## src/rtl/fxp_divider_pipe_hs.sv

```systemverilog
// ---------------------------------------------------------------------------
// fxp_divider_pipe_hs
// Signed fixed-point restoring divider. It produces one quotient bit per
// clock and has valid/ready handshakes on both the operand and result sides.
// Operands and the result are two's complement Q(D_W-FRAC_W).FRAC_W.
// ROUND selects truncation toward zero (0) or round half away from zero (1).
// Results that do not fit saturate and raise O_OVF. A zero divisor raises
// O_DZ and returns the saturated value that has the dividend's sign.
//
// Ports:
//   I_CLK       clock, rising edge
//   I_RST       asynchronous active-high reset
//   I_VLD       operands valid
//   O_RDY       block can accept operands (IDLE only)
//   I_DIVIDEND  dividend, D_W bits
//   I_DIVISOR   divisor, D_W bits
//   O_VLD       result valid (held until I_RDY)
//   I_RDY       downstream accepts the result
//   O_QUOTIENT  quotient, D_W bits
//   O_OVF       result saturated, qualified by O_VLD
//   O_DZ        divisor was zero, qualified by O_VLD
// ---------------------------------------------------------------------------
module fxp_divider_pipe_hs #(
    parameter int D_W    = 16,
    parameter int FRAC_W = 13,
    parameter int ROUND  = 0
) (
    input  logic           I_CLK,
    input  logic           I_RST,
    input  logic           I_VLD,
    output logic           O_RDY,
    input  logic [D_W-1:0] I_DIVIDEND,
    input  logic [D_W-1:0] I_DIVISOR,
    output logic           O_VLD,
    input  logic           I_RDY,
    output logic [D_W-1:0] O_QUOTIENT,
    output logic           O_OVF,
    output logic           O_DZ
);

    // One extra quotient bit is computed when rounding, so it can be folded in.
    localparam int N     = D_W + FRAC_W + ROUND;
    localparam int SH    = FRAC_W + ROUND;
    localparam int CNT_W = (N > 1) ? $clog2(N) : 1;

    localparam logic [D_W-1:0] MAX_Q   = {1'b0, {(D_W-1){1'b1}}};
    localparam logic [D_W-1:0] MIN_Q   = {1'b1, {(D_W-1){1'b0}}};
    localparam logic [N:0]     NEG_LIM = {{(N+1-D_W){1'b0}}, 1'b1, {(D_W-1){1'b0}}};
    localparam logic [N:0]     POS_LIM = NEG_LIM - {{N{1'b0}}, 1'b1};

    typedef enum logic [1:0] {
        IDLE = 2'd0,
        CALC = 2'd1,
        DONE = 2'd2
    } state_t;

    state_t           state_r;
    logic             sign_r;
    logic             dz_r;
    logic             dvd_neg_r;
    logic [N-1:0]     dvd_sh_r;
    logic [D_W-1:0]   dvs_r;
    logic [D_W:0]     rem_r;
    logic [N-1:0]     q_r;
    logic [CNT_W-1:0] k_r;
    logic             rdy_r;
    logic             vld_r;
    logic [D_W-1:0]   quo_r;
    logic             ovf_r;
    logic             dzo_r;

    logic [D_W-1:0]   abs_dvd_s;
    logic [D_W-1:0]   abs_dvs_s;
    logic [N-1:0]     dvd_load_s;
    logic [D_W:0]     rem_sh_s;
    logic             ge_s;
    logic [D_W:0]     rem_nxt_s;
    logic [N-1:0]     q_nxt_s;
    logic [N-1:0]     m_s;
    logic [D_W-1:0]   res_s;
    logic             ovf_s;

    // Operand magnitudes and the dividend pre-shifted for bit-serial feeding.
    always_comb begin
        abs_dvd_s  = I_DIVIDEND;
        abs_dvs_s  = I_DIVISOR;
        dvd_load_s = {N{1'b0}};
        if (I_DIVIDEND[D_W-1]) begin
            abs_dvd_s = ~I_DIVIDEND + {{(D_W-1){1'b0}}, 1'b1};
        end else begin
            abs_dvd_s = I_DIVIDEND;
        end
        if (I_DIVISOR[D_W-1]) begin
            abs_dvs_s = ~I_DIVISOR + {{(D_W-1){1'b0}}, 1'b1};
        end else begin
            abs_dvs_s = I_DIVISOR;
        end
        dvd_load_s = N'(abs_dvd_s) << SH;
    end

    // One restoring step: shift the next dividend bit into the remainder and trial-subtract.
    always_comb begin
        rem_sh_s  = {rem_r[D_W-1:0], dvd_sh_r[N-1]};
        ge_s      = (rem_sh_s >= {1'b0, dvs_r});
        rem_nxt_s = rem_sh_s;
        if (ge_s) begin
            rem_nxt_s = rem_sh_s - {1'b0, dvs_r};
        end else begin
            rem_nxt_s = rem_sh_s;
        end
        q_nxt_s = {q_r[N-2:0], ge_s};
    end

    // Final magnitude, rounding, saturation and sign application for the last step.
    always_comb begin
        m_s   = q_nxt_s;
        res_s = {D_W{1'b0}};
        ovf_s = 1'b0;
        if (ROUND != 0) begin
            // The extra low bit is the half-LSB, so adding it rounds half away from zero.
            m_s = (q_nxt_s >> 1) + {{(N-1){1'b0}}, q_nxt_s[0]};
        end else begin
            m_s = q_nxt_s;
        end
        if (sign_r) begin
            if ({1'b0, m_s} > NEG_LIM) begin
                res_s = MIN_Q;
                ovf_s = 1'b1;
            end else begin
                // A zero magnitude negates to zero, so -0 cannot appear.
                res_s = ~m_s[D_W-1:0] + {{(D_W-1){1'b0}}, 1'b1};
                ovf_s = 1'b0;
            end
        end else begin
            if ({1'b0, m_s} > POS_LIM) begin
                res_s = MAX_Q;
                ovf_s = 1'b1;
            end else begin
                res_s = m_s[D_W-1:0];
                ovf_s = 1'b0;
            end
        end
    end

    // Control FSM, datapath registers and registered outputs.
    always_ff @(posedge I_CLK or posedge I_RST) begin
        if (I_RST) begin
            state_r   <= IDLE;
            sign_r    <= 1'b0;
            dz_r      <= 1'b0;
            dvd_neg_r <= 1'b0;
            dvd_sh_r  <= {N{1'b0}};
            dvs_r     <= {D_W{1'b0}};
            rem_r     <= {(D_W+1){1'b0}};
            q_r       <= {N{1'b0}};
            k_r       <= {CNT_W{1'b0}};
            rdy_r     <= 1'b0;
            vld_r     <= 1'b0;
            quo_r     <= {D_W{1'b0}};
            ovf_r     <= 1'b0;
            dzo_r     <= 1'b0;
        end else begin
            case (state_r)
                IDLE: begin
                    rdy_r <= 1'b1;
                    if (I_VLD && rdy_r) begin
                        sign_r    <= I_DIVIDEND[D_W-1] ^ I_DIVISOR[D_W-1];
                        dvd_neg_r <= I_DIVIDEND[D_W-1];
                        dz_r      <= (abs_dvs_s == {D_W{1'b0}});
                        dvs_r     <= abs_dvs_s;
                        dvd_sh_r  <= dvd_load_s;
                        rem_r     <= {(D_W+1){1'b0}};
                        q_r       <= {N{1'b0}};
                        k_r       <= CNT_W'(N - 1);
                        rdy_r     <= 1'b0;
                        state_r   <= CALC;
                    end
                end
                CALC: begin
                    if (dz_r) begin
                        // Divide by zero skips iteration and leaves after a single cycle.
                        quo_r   <= dvd_neg_r ? MIN_Q : MAX_Q;
                        ovf_r   <= 1'b0;
                        dzo_r   <= 1'b1;
                        vld_r   <= 1'b1;
                        state_r <= DONE;
                    end else begin
                        rem_r    <= rem_nxt_s;
                        q_r      <= q_nxt_s;
                        dvd_sh_r <= dvd_sh_r << 1;
                        k_r      <= k_r - {{(CNT_W-1){1'b0}}, 1'b1};
                        if (k_r == {CNT_W{1'b0}}) begin
                            quo_r   <= res_s;
                            ovf_r   <= ovf_s;
                            dzo_r   <= 1'b0;
                            vld_r   <= 1'b1;
                            state_r <= DONE;
                        end
                    end
                end
                DONE: begin
                    if (I_RDY) begin
                        vld_r   <= 1'b0;
                        rdy_r   <= 1'b1;
                        state_r <= IDLE;
                    end
                end
                default: begin
                    state_r <= IDLE;
                    vld_r   <= 1'b0;
                    rdy_r   <= 1'b0;
                end
            endcase
        end
    end

    assign O_RDY      = rdy_r;
    assign O_VLD      = vld_r;
    assign O_QUOTIENT = quo_r;
    assign O_OVF      = ovf_r;
    assign O_DZ       = dzo_r;

endmodule

```

## config.mk

```make
export PLATFORM = sky130hd
export DESIGN_NAME = fxp_divider_pipe_hs
export DESIGN_NICKNAME = d
export VERILOG_FILES = /design/src/rtl/fxp_divider_pipe_hs.sv
export SDC_FILE = /design/constraint.sdc
export NUM_CORES = 1
export LEC_CHECK = 0
export BUFFER_PORTS_ARGS = -buffer_cell sky130_fd_sc_hd__clkbuf_2
export CAP_MARGIN = 20
export CORE_ASPECT_RATIO = 0.9
export CORE_UTILIZATION = 55
export DETAILED_ROUTE_END_ITERATION = 7
export GPL_TIMING_DRIVEN = 0
export PLACE_DENSITY = 0.75
export SLEW_MARGIN = 20
export SYNTH_ARGS = -nofsm -noshare
export SYNTH_HDL_FRONTEND = slang
export SYNTH_SLANG_ARGS = --single-unit
export TNS_END_PERCENT = 100
```

## constraint.sdc

```tcl
create_clock -name I_CLK -period 9.1 [get_ports I_CLK]
set_clock_uncertainty 0.1 [all_clocks]
set_input_delay 1.82 -clock I_CLK [delete_from_list [all_inputs] [get_ports I_CLK]]
set_output_delay 1.82 -clock I_CLK [all_outputs]
set_load 0.05 [all_outputs]
```

# Word level (Yosys, flattened, before mapping)
# Cells that the tools add are included.
# classes
add_sub_neg,5
magnitude_cmp,3
n_eq_ne,6
muxes,40
n_bitwise,6
n_reduce_logical,12
# op_table
cell,count
16-bit 2-to-1 mux,11
29-bit 2-to-1 mux,2
29-bit one-hot mux with 2 select lines,1
28-bit 2-to-1 mux,2
28-bit one-hot mux with 2 select lines,1
16-bit by 1-bit adder with 16-bit output (second input constant),3
16-bit NOT,3
16-bit one-hot mux with 2 select lines,1
29-bit by 15-bit greater-than comparator with 1-bit output (second input constant),1
29-bit by 16-bit greater-than comparator with 1-bit output (second input constant),1
17-bit by 16-bit greater-or-equal comparator with 1-bit output,1
16-bit logical NOT,1
16-bit subtractor,1
1-bit 2-to-1 mux,12
5-bit 2-to-1 mux,2
5-bit one-hot mux with 2 select lines,1
3-bit AND reduction,3
2-bit 2-to-1 mux,4
2-bit inequality test (second input constant),3
1-bit one-hot mux with 3 select lines,2
2-bit one-hot mux with 3 select lines,1
2-bit AND reduction,3
5-bit logical NOT,1
5-bit by 1-bit subtractor with 5-bit output (second input constant),1
other kinds (8),10
# word_totals
ff_bits,119
input_bits,36
output_inout_bits,20
wordCells,86

# Longest topological paths before layout
# logic_depth
word_depth,7
ltp_mapped,20
ltp_nobuf,17

# Least setup slack after synthesis
# Ideal clock, no wire load.
# synth_path
path_type,reg2reg
start,reg rem_r[3]
end,reg quo_r[9] (netlist: O_QUOTIENT[9])
setup_time_ns,0.087
t_arrival_ns,3.847
t_required_ns,8.913
path_slack_ns,5.066
path_stages_with_launch,20
path_buffers,3
synth_period_minus_slack_ns,4.034
path_cell_list,dfrtp_1 -> ha_1 -> a21o_1 -> a31oi_2 -> a211oi_1 -> or3_1 -> and2_1 -> buf_6 -> inv_4 -> buf_2 -> buf_4 -> ha_1 -> nand2b_1 -> nor3_1 -> nand4_1 -> a21o_1 -> or4_1 -> o21ai_0 -> nand3_1 -> o211ai_1
# synth_between
elab_chain_cells,7
word_cells_on_any_way,10
cone_classes,add/sub (1); order compare (3); mux (5); bitwise (1)
# synth_rtl
element,line_no,source
start: declaration,63,logic [D_W:0] rem_r;
start signal: assignment,154,rem_r <= {(D_W+1){1'b0}};
start signal: assignment,172,rem_r <= {(D_W+1){1'b0}};
start signal: assignment,188,rem_r <= rem_nxt_s;
17-bit by 16-bit greater-or-equal comparator with 1-bit output *,104,"ge_s = (rem_sh_s >= {1'b0, dvs_r});"
16-bit NOT,131,"res_s = ~m_s[D_W-1:0] + {{(D_W-1){1'b0}}, 1'b1};"
16-bit by 1-bit adder with 16-bit output,131,
16-bit 2-to-1 mux,126,"if ({1'b0, m_s} > NEG_LIM) begin"
16-bit 2-to-1 mux *,125,if (sign_r) begin
16-bit 2-to-1 mux *,192,if (k_r == {CNT_W{1'b0}}) begin
16-bit 2-to-1 mux *,180,if (dz_r) begin
end signal: assignment,159,quo_r <= {D_W{1'b0}};
end signal: assignment,182,quo_r <= dvd_neg_r ? MIN_Q : MAX_Q;
end signal: assignment,193,quo_r <= res_s;
end: declaration,68,logic [D_W-1:0] quo_r;
# Mark *: on every way between the ends. The rest lies on a longest branch, timed or not. The select of a mux whose other input is x is not followed.
# A chain may end at the register's enable or synchronous reset.

# Worst setup path in the final report
# layout_path
start,reg dvs_r[14]
end,reg quo_r[6] (netlist: O_QUOTIENT[6])
# layout_between
elab_chain_cells,7
word_cells_on_any_way,10
cone_classes,add/sub (1); order compare (3); mux (5); bitwise (1)
# layout_rtl
element,line_no,source
start: declaration,62,logic [D_W-1:0] dvs_r;
start signal: assignment,153,dvs_r <= {D_W{1'b0}};
start signal: assignment,170,dvs_r <= abs_dvs_s;
17-bit by 16-bit greater-or-equal comparator with 1-bit output *,104,
16-bit NOT,131,
16-bit by 1-bit adder with 16-bit output,131,
16-bit 2-to-1 mux,126,
16-bit 2-to-1 mux *,125,
16-bit 2-to-1 mux *,192,
16-bit 2-to-1 mux *,180,
# Marks and branches as above.

==> results.sh <==
export IMPL_synth_edf_count=0
export IMPL_ant_nets=0
export IMPL_synthCells=733
export IMPL_die_height_um=104
export IMPL_grt_overflow=0
export IMPL_power_total_mw=2.80
export IMPL_max_vdd_ir_drop_v=0.000164
export IMPL_finalCritPeriodShare_pct=55.4
export IMPL_num_vias=5741
export IMPL_synthFlopType="dfrtp_1"
export IMPL_grt_pass1_vias=5427
export IMPL_postCtsHoldBufs=0
export IMPL_whs_ns=0.386
export IMPL_die_width_um=115
export IMPL_detail_route_first_pass_iterations=7
export IMPL_rsz0062_at_grt="no"
export IMPL_max_stage_delay_ns=0.61
export IMPL_use_met3_pct=5.42
export IMPL_grt_use_met1_pct=41.0
export IMPL_yosys_register_bits=106
export IMPL_nFillCells=988
export IMPL_max_slew_margin_pct=39.8
export IMPL_antenna_found_initial=0
export IMPL_top_usage_layer="met2"
export IMPL_drv_cap=0
export IMPL_clock_path_buffers=2
export IMPL_port_buffers=53
export IMPL_grt_util_met2_pct=42.9
export IMPL_cpMaxStageDelayCell="o311ai_0"
export IMPL_antenna_cells=0
export IMPL_critPathKind="reg -> reg"
export IMPL_leakage_nw=3.20
export IMPL_grtUsageTotal_pct=28.3
export IMPL_synth_nets=792
export IMPL_cts_sinks=106
export IMPL_worst_slew_pin_slew_ns=0.890
export IMPL_path_cells="inv_1 > ha_1 > a21o_1 > a211oi_1 > nand3_1 > or3_1 > and2_1 > buf_6 > inv_4 > buf_2 > buf_4 > ha_1 > nand2b_1 > nor3_1 > nand4_1 > a21oi_2 > nand2_1 > o311ai_0 > a221o_1"
export IMPL_nets=857
export IMPL_end_kind="flop"
export IMPL_synthesis_area_sq_um=6350
export IMPL_wl_um=15800
export IMPL_std_cell_rows=36
export IMPL_yosysWarnings=0
export IMPL_syn_avg_cell_area_sq_um=8.66
export IMPL_initial_core_util_pct=57.5
export IMPL_grt_max_degree=78
export IMPL_drcViolationCount=0
export IMPL_numCtsBuffers=9
export IMPL_clk_pin_slew_ns=0.07
export IMPL_cp_start_kind="flop"
export IMPL_yosysUniqueCellTypes=62
export IMPL_post_cts_buffers=0
export IMPL_postCtsResizedCells=0
export IMPL_fin_crit_ns=5.04
export IMPL_drv_slew=0
export IMPL_ys_seq_area_share_pct=41.8
export IMPL_setup_viol=0
export IMPL_gp_congestion=0.929
export IMPL_worstHoldPathType="reg -> reg"
export IMPL_cts_root_buffer="clkbuf_16"
export IMPL_dp_worst_setup_slack_ns=4.19
export IMPL_ctsHtreeMaxLevel=3
export IMPL_status="finished, final reports clean"
export IMPL_grt_first_pass_wirelength_um=26700
export IMPL_num_io_pins=56
export IMPL_arrival_ns=5.23
export IMPL_post_drt_wl_per_cell_um=16.5
export IMPL_hpwlAfterDp_um=11600
export IMPL_finalSetupTns_ns=0
export IMPL_async_flop_share_pct=100
export IMPL_crit_top_cell="ha_1"
export IMPL_via_per_inst=6.01
export IMPL_drt_initial_drc_count=324
export IMPL_layout_drive_gt1_share_pct=10.7
export IMPL_areaGrowthSynthToFinish_pct=12.7
export IMPL_required_ns=9.29
export IMPL_finalHoldViolCount=0
export IMPL_final_cell_mix="106 x dfrtp_1, 106 x nand2_1, 75 x o21ai_0, 57 x a21oi_1, 53 x clkbuf_2"
export IMPL_power_density_nw_per_um2=392
export IMPL_clk_latency_ns=0.36
export IMPL_die_area_sq_um=12000
export IMPL_final_setup_worst_slack_ns=4.06
export IMPL_fmax_mhz=198
export IMPL_cp_max_fo=10
export IMPL_core_sq_um=11000
export IMPL_cts_tree="built"
[path summary, 6_finish.rpt]
kind,slack [ns],end,start,cells after the start
setup / recovery,4.06,O_QUOTIENT[6]$_DFFE_PP0P_,dvs_r[14]$_DFFE_PP0P_,19
hold / removal,0.39,dvd_sh_r[20]$_DFFE_PP0P_,dvd_sh_r[20]$_DFFE_PP0P_,2
setup reg to reg,4.06,O_QUOTIENT[6]$_DFFE_PP0P_,dvs_r[14]$_DFFE_PP0P_,19
hold reg to reg,0.39,dvd_sh_r[20]$_DFFE_PP0P_,dvd_sh_r[20]$_DFFE_PP0P_,2
max in group asynchronous,6.93,q_r[21]$_DFFE_PP0P_,I_RST,3
min in group asynchronous,1.31,rem_r[11]$_DFFE_PP0P_,I_RST,2
[metal layers]
layer / wire length (um) / share of wire (%) / vias to the layer above
li1: - / - / 2770
met4: 238 / 1.5 / 0
met1: 7630 / 48 / 2752
met3: 1030 / 6.5 / 24
met2: 6880 / 44 / 195
met5: 0 / 0 / -
[power by group]
| group | leakage (nW) | switching [mW] | total [mW] | internal, mW |
|---|---|---|---|---|
| clock | 0.152 | 0.171 | 0.407 | 0.236 |
| combinational | 1.71 | 0.955 | 1.56 | 0.600 |
| sequential | 1.34 | 0.159 | 0.839 | 0.680 |
[critical path, delay by kind of cell, from the launching register on]
family	cells	cell delay, ns
simple gates	7	1.38
buf+inv	5	0.76
compound gates	5	1.75
fa+ha+maj	2	0.56
flops	1	0.41
[synth_stat cells, drive strengths merged (7+ instances only)]
cell | number | share of area, %
dfrtp | 106 | 42
nand2 | 106 | 6.3
o21ai | 78 | 6.1
a21oi | 58 | 4.6
nor2 | 41 | 2.4
clkbuf | 38 | 2.2
inv | 30 | 1.8
a22o | 27 | 3.7
xor2 | 25 | 3.4
ha | 22 | 4.3
xnor2 | 17 | 2.3
nor3 | 15 | 1.2
nand3 | 14 | 1.1
a21o | 13 | 1.5
nor4 | 12 | 1.2
buf | 10 | 0.87
a221o | 9 | 1.4
nand4 | 9 | 0.99
o31ai | 8 | 0.95
or3 | 8 | 0.79
nand2b | 7 | 0.69
nor2b | 7 | 0.69
[registers in the layout, indices dropped and copies added, names as in the netlist]
register and flops:
q_r 28, O_QUOTIENT 16, dvd_sh_r 16, dvs_r 16, rem_r 16, k_r 5
state_r 2, O_DZ 1, O_OVF 1, O_RDY 1, O_VLD 1, dvd_neg_r 1
dz_r 1, sign_r 1
[area by class of cell]
type                    instances  area (sq um)  share of cell area [%]
repair buffers                 54           293                    4.09
multi-input cells             549          3380                    47.3
inverters                      30           120                    1.68
plain buffers                  48           198                    2.76
clock inverters                 3          46.3                   0.647
flip-flops and latches        106          2650                    37.1
well taps                     152           190                    2.66
clock buffers                  13           270                    3.78
[kinds of logic (layout without fill, tap and decap cells)]
| group | after synthesis | in the layout | share of synthesized area (%) |
|---|---|---|---|
| simple gates | 246 | 246 | 18.5 |
| compound gates | 234 | 234 | 23.7 |
| flops | 106 | 106 | 41.8 |
| buf+inv | 78 | 148 | 4.93 |
| xor+xnor | 42 | 42 | 5.79 |
| fa+ha+maj | 23 | 23 | 4.65 |
| mux | 4 | 4 | 0.650 |
[through the flow]
step                      cells  cell area [sq um]  util [%]
after floorplan             733               6350         -
after global placement      938               6800      61.7
after detailed placement    939               6840      62.0
after CTS                   955               7150      64.8
after global routing        955               7150      64.8
final                       955               7150      64.8
(Power assumes the default switching activity.)
